### config.mk
export PLATFORM = sky130hd
export DESIGN_NAME = uart_rx_buffered_flat
export DESIGN_NICKNAME = d
export VERILOG_FILES = /design/src/rtl/uart_rx_buffered_if.sv /design/src/rtl/uart_rx_buffered.sv /design/src/flat_wrapper.sv
export SDC_FILE = /design/constraint.sdc
export NUM_CORES = 1
export LEC_CHECK = 0
export ABC_AREA = 1
export CORE_MARGIN = 3
export CORE_UTILIZATION = 25
export DETAILED_ROUTE_END_ITERATION = 10
export DONT_BUFFER_PORTS = 1
export MAX_ROUTING_LAYER = met4
export PLACE_DENSITY = 0.41
export SYNTH_ARGS = -nofsm -noshare
export SYNTH_HDL_FRONTEND = slang
export SYNTH_SLANG_ARGS = --single-unit
### constraint.sdc
create_clock -name clk -period 1.8 [get_ports clk]
set_input_delay 0.36 -clock clk [delete_from_list [all_inputs] [get_ports clk]]
set_output_delay 0.36 -clock clk [all_outputs]
set_load 0.02 [all_outputs]
### src/rtl/uart_rx_buffered_if.sv
// CPU-side port bundle of the buffered RS232 receiver (PicoBlaze input-port mux side).
interface uart_rx_buffered_if;
  logic [7:0] rx_data_out;
  logic       read_rx_data_ack;
  logic       rx_data_present;
  logic       rx_buffer_full;
  logic       rx_overrun;
  logic       rx_framing_error;
  logic       clear_errors;

  modport master (
    output read_rx_data_ack, clear_errors,
    input  rx_data_out, rx_data_present, rx_buffer_full, rx_overrun, rx_framing_error
  );

  modport slave (
    input  read_rx_data_ack, clear_errors,
    output rx_data_out, rx_data_present, rx_buffer_full, rx_overrun, rx_framing_error
  );
endinterface

### src/rtl/uart_rx_buffered.sv
// 16x-oversampling 8N1 receiver feeding a first-word-fall-through byte FIFO,
// with sticky overrun and framing-error flags.
module uart_rx_buffered #(
  parameter int unsigned CLK_FREQ = 100000000,
  parameter int unsigned BAUD     = 115200,
  parameter int unsigned FIFO_AW  = 4
) (
  input  logic               clk,
  input  logic               reset,
  input  logic               rs232_rx,
  uart_rx_buffered_if.slave  bus
);

  localparam int unsigned DIV   = CLK_FREQ / (BAUD * 16);
  localparam int unsigned TW    = (DIV > 1) ? $clog2(DIV) : 1;
  localparam int unsigned DEPTH = 1 << FIFO_AW;

  typedef enum logic [1:0] {IDLE, START, DATA, STOP} state_t;

  state_t          state, state_nxt;
  logic            rx_m, rx_s;
  logic [TW-1:0]   tick_cnt;
  logic            tick;
  logic [3:0]      sample_cnt;
  logic [2:0]      bit_idx;
  logic [7:0]      shift;
  logic            armed;
  logic            mid_start, bit_end;
  logic            stop_ok, stop_bad;
  logic            push_req;

  logic [7:0]      mem [DEPTH];
  logic [FIFO_AW:0] wr_ptr, rd_ptr;
  logic            empty, full, do_pop, do_push, ovr_set;
  logic            overrun_q, framing_q;

  always_ff @(posedge clk or negedge reset) begin
    if (!reset) begin
      rx_m <= 1'b1;
      rx_s <= 1'b1;
    end else begin
      rx_m <= rs232_rx;
      rx_s <= rx_m;
    end
  end

  assign tick = (state != IDLE) && (tick_cnt == TW'(DIV - 1));

  always_ff @(posedge clk or negedge reset) begin
    if (!reset)                      tick_cnt <= '0;
    else if (state == IDLE || tick)  tick_cnt <= '0;
    else                             tick_cnt <= tick_cnt + TW'(1);
  end

  assign mid_start = tick && (sample_cnt == 4'd7);
  assign bit_end   = tick && (sample_cnt == 4'd15);

  always_ff @(posedge clk or negedge reset) begin
    if (!reset) state <= IDLE;
    else        state <= state_nxt;
  end

  always_comb begin
    state_nxt = state;
    case (state)
      IDLE:  if (armed && !rx_s)              state_nxt = START;
      START: if (mid_start)                   state_nxt = rx_s ? IDLE : DATA;
      DATA:  if (bit_end && bit_idx == 3'd7)  state_nxt = STOP;
      STOP:  if (bit_end)                     state_nxt = IDLE;
      default:                                state_nxt = IDLE;
    endcase
  end

  always_comb begin
    stop_ok  = 1'b0;
    stop_bad = 1'b0;
    if (state == STOP && bit_end) begin
      stop_ok  = rx_s;
      stop_bad = !rx_s;
    end
  end

  // armed drops on a bad stop bit so a held-low line (break) is not
  // mistaken for a fresh start bit; it rearms once the line is seen high.
  always_ff @(posedge clk or negedge reset) begin
    if (!reset) begin
      sample_cnt <= '0;
      bit_idx    <= '0;
      shift      <= '0;
      armed      <= 1'b1;
      push_req   <= 1'b0;
    end else begin
      push_req <= stop_ok;
      case (state)
        IDLE: begin
          sample_cnt <= '0;
          bit_idx    <= '0;
          if (rx_s) armed <= 1'b1;
        end
        START: begin
          if (mid_start)  sample_cnt <= '0;
          else if (tick)  sample_cnt <= sample_cnt + 4'd1;
        end
        DATA: begin
          if (tick) sample_cnt <= sample_cnt + 4'd1;
          if (bit_end) begin
            shift   <= {rx_s, shift[7:1]};
            bit_idx <= bit_idx + 3'd1;
          end
        end
        STOP: begin
          if (tick) sample_cnt <= sample_cnt + 4'd1;
          if (stop_bad) armed <= 1'b0;
        end
        default: sample_cnt <= '0;
      endcase
    end
  end

  assign empty   = (wr_ptr == rd_ptr);
  assign full    = (wr_ptr[FIFO_AW] != rd_ptr[FIFO_AW]) &&
                   (wr_ptr[FIFO_AW-1:0] == rd_ptr[FIFO_AW-1:0]);
  assign do_pop  = bus.read_rx_data_ack && !empty;
  assign do_push = push_req && (!full || do_pop);
  assign ovr_set = push_req && full && !do_pop;

  always_ff @(posedge clk) begin
    if (do_push) mem[wr_ptr[FIFO_AW-1:0]] <= shift;
  end

  always_ff @(posedge clk or negedge reset) begin
    if (!reset) begin
      wr_ptr <= '0;
      rd_ptr <= '0;
    end else begin
      if (do_push) wr_ptr <= wr_ptr + 1'b1;
      if (do_pop)  rd_ptr <= rd_ptr + 1'b1;
    end
  end

  always_ff @(posedge clk or negedge reset) begin
    if (!reset) begin
      overrun_q <= 1'b0;
      framing_q <= 1'b0;
    end else begin
      if (ovr_set)               overrun_q <= 1'b1;
      else if (bus.clear_errors) overrun_q <= 1'b0;
      if (stop_bad)              framing_q <= 1'b1;
      else if (bus.clear_errors) framing_q <= 1'b0;
    end
  end

  assign bus.rx_data_out      = empty ? '0 : mem[rd_ptr[FIFO_AW-1:0]];
  assign bus.rx_data_present  = !empty;
  assign bus.rx_buffer_full   = full;
  assign bus.rx_overrun       = overrun_q;
  assign bus.rx_framing_error = framing_q;

endmodule

### src/flat_wrapper.sv
// flat-port wrapper written by rule: the top's interface ports become plain ports
module uart_rx_buffered_flat 
#(
  parameter int unsigned CLK_FREQ = 100000000,
  parameter int unsigned BAUD     = 115200,
  parameter int unsigned FIFO_AW  = 4
)
  (clk, reset, rs232_rx, bus_read_rx_data_ack, bus_clear_errors, bus_rx_data_out, bus_rx_data_present, bus_rx_buffer_full, bus_rx_overrun, bus_rx_framing_error);
  uart_rx_buffered_if bus_i ();
  input  logic clk;
  input  logic reset;
  input  logic rs232_rx;
  input wire logic [$bits(bus_i.read_rx_data_ack)-1:0] bus_read_rx_data_ack;
  input wire logic [$bits(bus_i.clear_errors)-1:0] bus_clear_errors;
  output wire logic [$bits(bus_i.rx_data_out)-1:0] bus_rx_data_out;
  output wire logic [$bits(bus_i.rx_data_present)-1:0] bus_rx_data_present;
  output wire logic [$bits(bus_i.rx_buffer_full)-1:0] bus_rx_buffer_full;
  output wire logic [$bits(bus_i.rx_overrun)-1:0] bus_rx_overrun;
  output wire logic [$bits(bus_i.rx_framing_error)-1:0] bus_rx_framing_error;
  assign bus_i.read_rx_data_ack = bus_read_rx_data_ack;
  assign bus_i.clear_errors = bus_clear_errors;
  assign bus_rx_data_out = bus_i.rx_data_out;
  assign bus_rx_data_present = bus_i.rx_data_present;
  assign bus_rx_buffer_full = bus_i.rx_buffer_full;
  assign bus_rx_overrun = bus_i.rx_overrun;
  assign bus_rx_framing_error = bus_i.rx_framing_error;
  uart_rx_buffered #(.CLK_FREQ(CLK_FREQ), .BAUD(BAUD), .FIFO_AW(FIFO_AW)) u_core (.clk(clk), .reset(reset), .rs232_rx(rs232_rx), .bus(bus_i));
endmodule
==> results.yml <==
critical_path:
  arrival_ps: 2050
  max_stage_delay_ps: 470
  worstPathRequired_ps: 1440
  setup.worst_path.end_class: "output port"
  critPathKind: "register to output port"
  path_cells: "inv_2, buf_12, nor2_1, o211ai_1, nand3_1, a21oi_4"
  critPathTopFamily: "compound AO/OA/AOI/OAI gates"
  cp-start-kind: "register"
  path_buf_inv: 2
  crit_path_max_fanout: 32
  crit_slowest_cell: "dfrtp_2"
cells_and_area:
  regArea_mm2: 0.004826
  design_area_mm2: 0.009241
  fillers: 2872
  drive_above_1_share_pct: 21.60
  fin_util_pct: 32.72
  diodes: 0
  area_delta_synth_final_pct: 26.67
  layout.nets: 757
  multi_input_area_mm2: 0.002370
pwr:
  p_leak_nw: 3.817
  switching_power_w: 0.002088
  finalPower_w: 0.008252
  intPower_w: 0.006165
  p_sw_share_pct: 25.30
  power.share.clock_pct: 43.8
  ir_worst_vdd_mv: 0.4468
  power_density_mw_per_mm2: 893.0
  p_comb_share_pct: 5.5
  seqPwrFrac_pct: 50.7
status:
  status: "complete, but fails checks"
  violations: "negative setup slack"
timing:
  finalWorstSetupSlack_ps: -612.2
  slew_headroom_pct: 73.71
  setup_viol: 138
  final_hold_viol_count: 0
  tns_ps: -24060
  slew_viol_final: 0
  whs_ps: 30.35
  fmax_ghz: 0.4146
  rsz0062_at_grt: "true"
  finalCritPeriodShare_pct: 134.0
  finalCriticalPeriod_ps: 2412
  worstMarginPinSlew_ps: 391.7
  clock-skew-final_ps: 29.83
die:
  fp.dieH_um: 176.8
  fp.dieW_um: 176.8
  initial_core_util_pct: 25.84
  core.rowCount: 61
  core_mm2: 0.02824
  dieArea_mm2: 0.03127
  ios: 17
place:
  gp_congestion: 0.7765
  placed_cell_area_mm2: 0.008262
  post-dp-hpwl_um: 12530
  port_buffers: 0
job:
  drv_cap: 0
yosys:
  synth_area_per_cell_um2: 11.00
  ys_types: 33
  synth_area_mm2: 0.007296
  synthesis.instances: 663
  synth.largest_area_cell: "edfxtp_1"
  synthDominantCellAreaShare_pct: 52.68
  ys_seq_area_share_pct: 66.11
  yosys_warnings: 0
  ys_seq_elements: 167
  syn_nets: 683
  synthTopCellsByArea: "edfxtp_1 (53%), dfrtp_1 (12%), nor2_1 (6.6%)"
clocking:
  htree_levels: 4
  root_buffer: "clkbuf_16"
  numClockSinks: 167
  cts_buffers: 17
  clk_pin_slew_worst_paths_ps: 70
  cts_tree: "done"
  clockBufferDepth: 2
  clk-insertion-delay-late_ps: 450
routing:
  dr.pass1.iters: 4
  drt-total-wl_um: 19210
  drt-initial-drc-count: 315
  drcViolationCount: 0
  ant_nets: 0
  via_per_inst: 4.458
  wire_per_inst_um: 17.03
  vias: 5029
global_route:
  antenna_found_initial: 0
  grt_pass1_vias: 5154
  grt_overflow: 0
  grt_start_max_net_pins: 40
  grt_first_pass_wirelength_um: 29120
  grt_use_total_pct: 12.76
worst_hold_path:
  hold_class: "primary input to register"
final timing paths:
kind / from / endpoint / slack (ps) / depth (start not counted)
setup / recovery: u_core.rd_ptr[0] / bus_rx_data_out[5] / -610 / 6
hold / removal: bus_clear_errors / u_core.bus.rx_overrun / 30 / 1
setup reg to reg: u_core.rd_ptr[0] / u_core.mem[4][2] / -200 / 9
hold reg to reg: u_core.rx_m / u_core.rx_s / 360 / 0
max in group asynchronous: reset / u_core.armed / 1160 / 2
min in group asynchronous: reset / u_core.sample_cnt[1] / 370 / 2
repair_timing:
item	in CTS	in global routing
hold endpoints to repair	40	0
hold buffers	3	0
cloned	0	2
pin swaps	4	6
setup endpoints to repair	139	117
resized for setup	35	23
setup buffers	5	7
per-layer routing:
layer / part of all wire (%) / vias to the layer above / track usage, %
li1: - / 2423 / -
met5: 0 / - / -
met4: 1.0 / 0 / 3.961
met3: 2.9 / 14 / 2.896
met2: 48 / 64 / 20.43
met1: 48 / 2528 / 16.21
Yosys cell counts:
library cell / n
clkinv_1: 2
dfrtp_1: 36
edfxtp_1: 128
nand3_2: 1
o21ai_1: 14
inv_2: 2
nand2_4: 2
nor2_1: 129
xor2_1: 7
buf_8: 1
nor2_2: 2
nand2_2: 5
o211ai_1: 16
nand4_1: 2
buf_2: 9
clkbuf_1: 9
mux2i_1: 1
buf_6: 3
xor2_2: 1
nor2_4: 2
nand3_1: 40
inv_1: 32
xnor2_1: 7
nand2_1: 94
nor3b_1: 3
and3_1: 1
a21oi_1: 12
ha_1: 15
dfstp_2: 3
nor3_1: 2
nand4_2: 1
o21ai_0: 74
buf_4: 7
area by class of cell:
type                            count  area share, %
Timing Repair Buffer               83          9.193
Clock buffer                       18          4.644
Inverter                           36          1.516
Multi-Input combinational cell    432          25.64
Tap cell                          378          5.118
Clock inverter                     14          1.665
Sequential cell                   167          52.22
logic make-up (layout without fill, tap and decap cells):
group | after synthesis | count (layout) | synth area share, %
muxes | 1 | 1 | 0.1372
AOI/OAI and AO/OA | 116 | 116 | 8.506
DFF | 167 | 167 | 66.11
xor gates and xnor gates | 15 | 15 | 1.904
buffers and inverters | 65 | 151 | 4.322
and+or+nand+nor | 284 | 285 | 16.45
adders and majority gates | 15 | 15 | 2.572
registers in the layout, indices dropped and copies added, names as in the netlist, named ones only:
signal,flops
u_core.armed,1
u_core.bus.rx_framing_error,1
u_core.bit_idx,3
u_core.mem,128
u_core.shift,8
u_core.rd_ptr,5
u_core.rx_s,1
u_core.rx_m,1
u_core.state,1
u_core.tick_cnt,6
u_core.push_req,1
u_core.bus.rx_overrun,1
u_core.sample_cnt,4
u_core.wr_ptr,5
power groups by stage:
stage,Combinational [W],Clock (W),Sequential [W]
3_5_place_dp,0.000425,0,0.00427
2_1_floorplan,0.000310,0,0.00427
3_3_place_gp,0.000417,0,0.00427
5_1_grt,0.000524,0.00385,0.00419
4_1_cts,0.000457,0.00369,0.00419
6_report,0.000451,0.00361,0.00419
cell usage in the layout, fill, tap and decap left out, types with 3 or more instances in the layout:
master,n
a21oi_2,4
a21oi_1,4
dfrtp_1,34
nor3b_1,3
nand2_1,93
nor2_2,3
buf_6,9
o21ai_0,67
buf_12,13
buf_4,57
edfxtp_1,128
inv_8,7
a21oi_4,4
xnor2_1,5
nor2_4,17
ha_1,15
nand2_2,6
o21ai_1,21
clkbuf_16,18
o211ai_1,16
inv_1,31
nand3_1,40
dfstp_2,3
xor2_1,7
nor2_1,113
clkinv_4,3
metrics by stage:
step                      instances  setup WS, ps
after floorplan                 663        -58.67
after global placement         1082        -259.8
after global routing           1128        -686.6
final                          1128        -612.2
after detailed placement       1082        -288.8
after CTS                      1122        -618.1
worst register-to-register path: stages, from the launching register on:
cell and delay, ps:
dfrtp_2 470, buf_4 170, xnor2_2 130, nand4_2 120, buf_6 110, nor2_4 40
nand2_4 120, nand2_4 100, buf_6 160, nor2_4 250
Power figures use the tool's default switching activity.
